### config.mk
export PLATFORM = sky130hd
export DESIGN_NAME = regfile_wb_arbiter
export DESIGN_NICKNAME = d
export VERILOG_FILES = /design/src/rtl/regfile_wb_arbiter.sv
export SDC_FILE = /design/constraint.sdc
export NUM_CORES = 1
export LEC_CHECK = 0
export BUFFER_PORTS_ARGS = -buffer_cell sky130_fd_sc_hd__clkbuf_2
export CAP_MARGIN = 25
export CORE_MARGIN = 5
export CORE_UTILIZATION = 50
export CTS_CLUSTER_DIAMETER = 150
export DETAILED_ROUTE_END_ITERATION = 8
export PLACE_DENSITY = 0.92
export SKIP_LAST_GASP = 1
export SYNTH_ARGS = -nofsm -noshare
export SYNTH_HDL_FRONTEND = slang
export SYNTH_SLANG_ARGS = --single-unit
### constraint.sdc
create_clock -name clk -period 3.7 [get_ports clk]
set_input_delay 0.185 -clock clk [delete_from_list [all_inputs] [get_ports clk]]
set_output_delay 0.185 -clock clk [all_outputs]
set_load 0.005 [all_outputs]
### src/rtl/regfile_wb_arbiter.sv
`default_nettype none
// +--------------------------------------------------------------------------+
// | regfile_wb_arbiter: write-port arbiter and busy scoreboard for RV32I RF  |
// | Revision: 1.0                                                            |
// +--------------------------------------------------------------------------+
module regfile_wb_arbiter #(
  parameter int XLEN = 32
) (
  input  logic            clk,
  input  logic            rst,
  input  logic            pipe_valid,
  input  logic [4:0]      pipe_rd,
  input  logic [XLEN-1:0] pipe_data,
  output logic            pipe_ready,
  input  logic            lu_valid,
  input  logic [4:0]      lu_rd,
  input  logic [XLEN-1:0] lu_data,
  output logic            lu_ready,
  input  logic            issue_valid,
  input  logic [4:0]      issue_rd,
  input  logic [4:0]      rs1_address,
  input  logic [4:0]      rs2_address,
  input  logic [4:0]      dec_rd,
  output logic            hazard_rs1,
  output logic            hazard_rs2,
  output logic            hazard_rd,
  output logic            en,
  output logic [4:0]      rd,
  output logic [XLEN-1:0] register_file_data
);

  logic            prio_q, prio_d;
  logic [31:0]     busy_q, busy_d;
  logic            pend_q, pend_d;
  logic [4:0]      pend_rd_q, pend_rd_d;
  logic            en_q, en_d;
  logic [4:0]      rd_q, rd_d;
  logic [XLEN-1:0] data_q, data_d;

  logic w_both;
  logic w_pipe_gnt;
  logic w_lu_gnt;

  assign w_both     = pipe_valid & lu_valid;
  assign w_pipe_gnt = pipe_valid & (~lu_valid | ~prio_q);
  assign w_lu_gnt   = lu_valid & (~pipe_valid | prio_q);

  assign pipe_ready = w_pipe_gnt;
  assign lu_ready   = w_lu_gnt;

  always_comb begin
    prio_d = prio_q;
    if (w_both) begin
      prio_d = ~prio_q;
    end
  end

  always_comb begin
    en_d   = 1'b0;
    rd_d   = rd_q;
    data_d = data_q;
    if (w_pipe_gnt) begin
      en_d   = (pipe_rd != 5'd0);
      rd_d   = pipe_rd;
      data_d = pipe_data;
    end else if (w_lu_gnt) begin
      en_d   = (lu_rd != 5'd0);
      rd_d   = lu_rd;
      data_d = lu_data;
    end
  end

  // The clear trails the grant by one extra edge so the hazard covers the cycle en is high.
  always_comb begin
    pend_d    = w_lu_gnt && (lu_rd != 5'd0);
    pend_rd_d = lu_rd;
    busy_d    = busy_q;
    if (pend_q) begin
      busy_d[pend_rd_q] = 1'b0;
    end
    if (issue_valid && (issue_rd != 5'd0)) begin
      busy_d[issue_rd] = 1'b1;
    end
    busy_d[0] = 1'b0;
  end

  always_ff @(posedge clk) begin
    if (rst) begin
      prio_q    <= 1'b0;
      busy_q    <= '0;
      pend_q    <= 1'b0;
      pend_rd_q <= 5'd0;
      en_q      <= 1'b0;
      rd_q      <= 5'd0;
      data_q    <= '0;
    end else begin
      prio_q    <= prio_d;
      busy_q    <= busy_d;
      pend_q    <= pend_d;
      pend_rd_q <= pend_rd_d;
      en_q      <= en_d;
      rd_q      <= rd_d;
      data_q    <= data_d;
    end
  end

  assign hazard_rs1         = busy_q[rs1_address];
  assign hazard_rs2         = busy_q[rs2_address];
  assign hazard_rd          = busy_q[dec_rd];
  assign en                 = en_q;
  assign rd                 = rd_q;
  assign register_file_data = data_q;

endmodule
`default_nettype wire

==> results.md <==
- Status: finished clean
- Clk_lat worst skew: 350 ps
- Initial DRC count: 295
- Lkg Pwr: 2.26 nW
- Power share of the clock group: 36.9%
- Clock Pin Slew Worst Setup and Hold Paths: 80 ps
- H-tree Lvls: 3
- Cells after synthesis: 510
- DR vias: 4,369
- Filler cell count: 698
- Pwr dens: 382 mW/mm^2
- Synthesized Nets: 609
- Width of the die: 101 um
- Mapped Area: 0.00418 mm^2
- Max-slew violations: 0
- Worst-case headroom to the max-slew limit: 31.7%
- Initial Util: 51.2%
- Placer Congestion: 0.919
- Initial antenna violation count: 0
- Layout Skew: 8.98 ps
- Hold buffers post-CTS: 0
- RR Endpoint: register_file_data[8]
- Vias in the first global route: 4,362
- Highest clock rate: 0.484 GHz
- Setup Buffers After CTS: 0
- Post-Layout Cell Count: 741
- Final worst-path cycle share: 55.8%
- Post-synthesis register bit count: 76
- Data arrival, critical path: 1880 ps
- Layout net count: 730
- First-pass GRT wire length: 19,700 um
- Final HPWL DP: 9270 um
- Crit. End Element: primary output
- Num ports: 142
- Crit path launch type: flip-flop
- TritonCTS Sinks: 76
- Max_cap viols: 0
- Comb pwr share: 17.2%
- Placed cell area: 0.00484 mm^2
- Setup TNS: 0 ps
- Final worst slack: 1630 ps
- # resized after CTS: 0
- DRC Markers: 0
- Total routed wirelength: 12,400 um
- Total CTS buffers: 9
- Crit Path Max Fanout: 39
- Largest net degree at the start of global routing: 45
- Pwr Total: 1.95 mW
- Dpl cells: 724
- IO Port Bufs: 141
- Worst R2R Path Depth: 4
- Sw power: 0.533 mW
- Total Routing Usage GR: 23.7%
- Tightest Pin Transition: 1020 ps
- Synth cell types: 39
- Diodes inserted: 0
- Critical path type: flip-flop to primary output
- Pre-CTS setup slack: 1720 ps
- Avg WL per Cell: 16.7 um
- ANT nets after route: 0
- Reg2reg start: prio_q
- Reg2Reg Setup Slack: 1830 ps
- Remaining Overflow, GRT: 0
- Seq pwr share: 45.9%
- Finished Core Util: 62.4%
- Int Power: 1.42 mW
- Fin crit period: 2070 ps
- Max rail drop VDD: 379 uV
- CTS tree: done
- Main synth FF type: dfxtp_1
- HP Class: primary input to flip-flop
- Hold_ws: 95.6 ps
- Die area: 0.0103 mm^2
- RSZ-0062 raised after global routing: false
- Layout Area Growth over Synthesis: 22.0%
- Max Root-Sink Buffers: 2
- Vias per cell: 5.90
- Share of post-route cells with drive strength above 1: 31.3%
- Root cell of the clock tree: clkbuf_8
- Async SR Flop Fraction: 0%
- Worst Setup EP: pipe_ready
- Setup violators final: 0
- Cell Rows: 33
- EDFF count, synth: 0
- Syn_area_per_cell: 8.20 um^2
- Core area: 0.00818 mm^2
- Switching part of the total: 27.3%
- Critical path origin: prio_q
- Drt first pass iters: 5
- Yosys warning count: 0
- Final instance area: 0.00510 mm^2
- WP data required: 3510 ps
- Final Hold Viols: 0
- Sequential area share after synthesis: 36.4%
- Die height: 101 um
kinds of logic (layout without fill, tap and decap cells):
family,after synthesis,in the layout,synth area share [%]
multiplexers,37,37,11.8
AND/OR/NAND/NOR,236,236,29.2
buffers and inverters,48,174,6.31
XOR/XNOR,1,1,0.209
flip-flops,76,76,36.4
AO/OA/AOI/OAI,112,112,16.1
layout make-up:
cell class | instances | area, um^2 | share of cell area, %
tap | 105 | 131 | 2.57
clock inverter | 6 | 93.8 | 1.84
clock buffer | 10 | 138 | 2.70
inverter | 14 | 52.6 | 1.03
sequential | 76 | 1520 | 29.8
timing repair buffer | 144 | 768 | 15.1
multi-input combinational | 386 | 2400 | 47.0
how the worst min path moves through the flow:
stage | endpoint | start | depth (start not counted) | slack, ps
finish | pend_rd_q[2] | lu_rd[2] | 2 | 100
global route | pend_rd_q[3] | lu_rd[3] | 2 | 100
CTS | pend_rd_q[2] | lu_rd[2] | 2 | 90
detailed placement | pend_rd_q[2] | lu_rd[2] | 2 | 440
global placement | pend_rd_q[0] | lu_rd[0] | 2 | 440
floorplan | pend_q | rst | 1 | 270
routing by layer:
metal	wire (um)	track usage [%]
met5	0	0
met1	4670	28.2
met3	1260	5.99
met4	524	12.9
met2	5940	39.3
power by group through the flow:
stage                     Combinational [mW]  Sequential, mW  Clock (mW)
after floorplan                        0.196           0.908           0
after global placement                 0.311           0.911           0
after detailed placement               0.330           0.913           0
after CTS                              0.331           0.895       0.724
after global routing                   0.371           0.901       0.759
final                                  0.336           0.896       0.720
cells in the mapped netlist (2+ instances only):
| cell | count | area, um^2 |
|---|---|---|
| a211oi_1 | 3 | 22.5 |
| a21oi_1 | 48 | 240 |
| a22oi_1 | 6 | 45.0 |
| a31oi_1 | 8 | 50.1 |
| and3_1 | 2 | 12.5 |
| buf_1 | 5 | 18.8 |
| buf_2 | 13 | 65.1 |
| buf_4 | 8 | 60.1 |
| buf_6 | 5 | 56.3 |
| clkbuf_1 | 3 | 11.3 |
| dfxtp_1 | 76 | 1520 |
| inv_1 | 14 | 52.6 |
| mux2i_1 | 28 | 280 |
| mux4_1 | 3 | 78.8 |
| mux4_2 | 6 | 135 |
| nand2_1 | 41 | 154 |
| nand2_2 | 2 | 12.5 |
| nand2b_1 | 6 | 37.5 |
| nand3_1 | 14 | 70.1 |
| nand3b_1 | 5 | 37.5 |
| nand4_1 | 3 | 18.8 |
| nor2_1 | 109 | 409 |
| nor2b_1 | 11 | 68.8 |
| nor3_1 | 3 | 15.0 |
| nor3b_1 | 4 | 30.0 |
| nor4_1 | 9 | 56.3 |
| nor4_2 | 19 | 238 |
| o2111ai_1 | 3 | 26.3 |
| o211ai_1 | 3 | 22.5 |
| o21ai_0 | 31 | 155 |
| o221a_2 | 8 | 90.1 |
| or2_1 | 2 | 12.5 |
| or3b_2 | 2 | 17.5 |
| or4_1 | 2 | 15.0 |
layout by cell type (no fill, tap or decap), types with 3 or more instances in the layout:
cell / synthesis / routed
nor3_1: 3 / 3
mux4_2: 6 / 6
nand3_1: 14 / 14
a31oi_1: 8 / 8
a22oi_1: 6 / 6
a211oi_1: 3 / 3
o211ai_1: 3 / 3
mux4_1: 3 / 3
nor3b_1: 4 / 4
nor4_1: 9 / 9
nor2_1: 109 / 109
o21ai_0: 31 / 31
dfxtp_1: 76 / 76
mux2i_1: 28 / 28
clkbuf_2: 0 / 141
nand2b_1: 6 / 6
clkbuf_8: 0 / 10
nand4_1: 3 / 3
o2111ai_1: 3 / 3
inv_1: 14 / 14
nand2_1: 41 / 41
nand3b_1: 5 / 5
nor4_2: 19 / 19
o221a_2: 8 / 8
a21oi_1: 48 / 48
nor2b_1: 11 / 11
registers in the layout, summed over array words and instances, names as in the netlist:
name and flops:
pend_q 1, rd 5, pend_rd_q 5, en 1
register_file_data 32, busy_q 31, prio_q 1
critical path: stages (launching register included):
cell and delay [ps]:
dfxtp_1 590, nand2_2 130, nand2_2 580, inv_1 90
clkbuf_2 140
No activity file was read; power rests on OpenSTA's default activity.
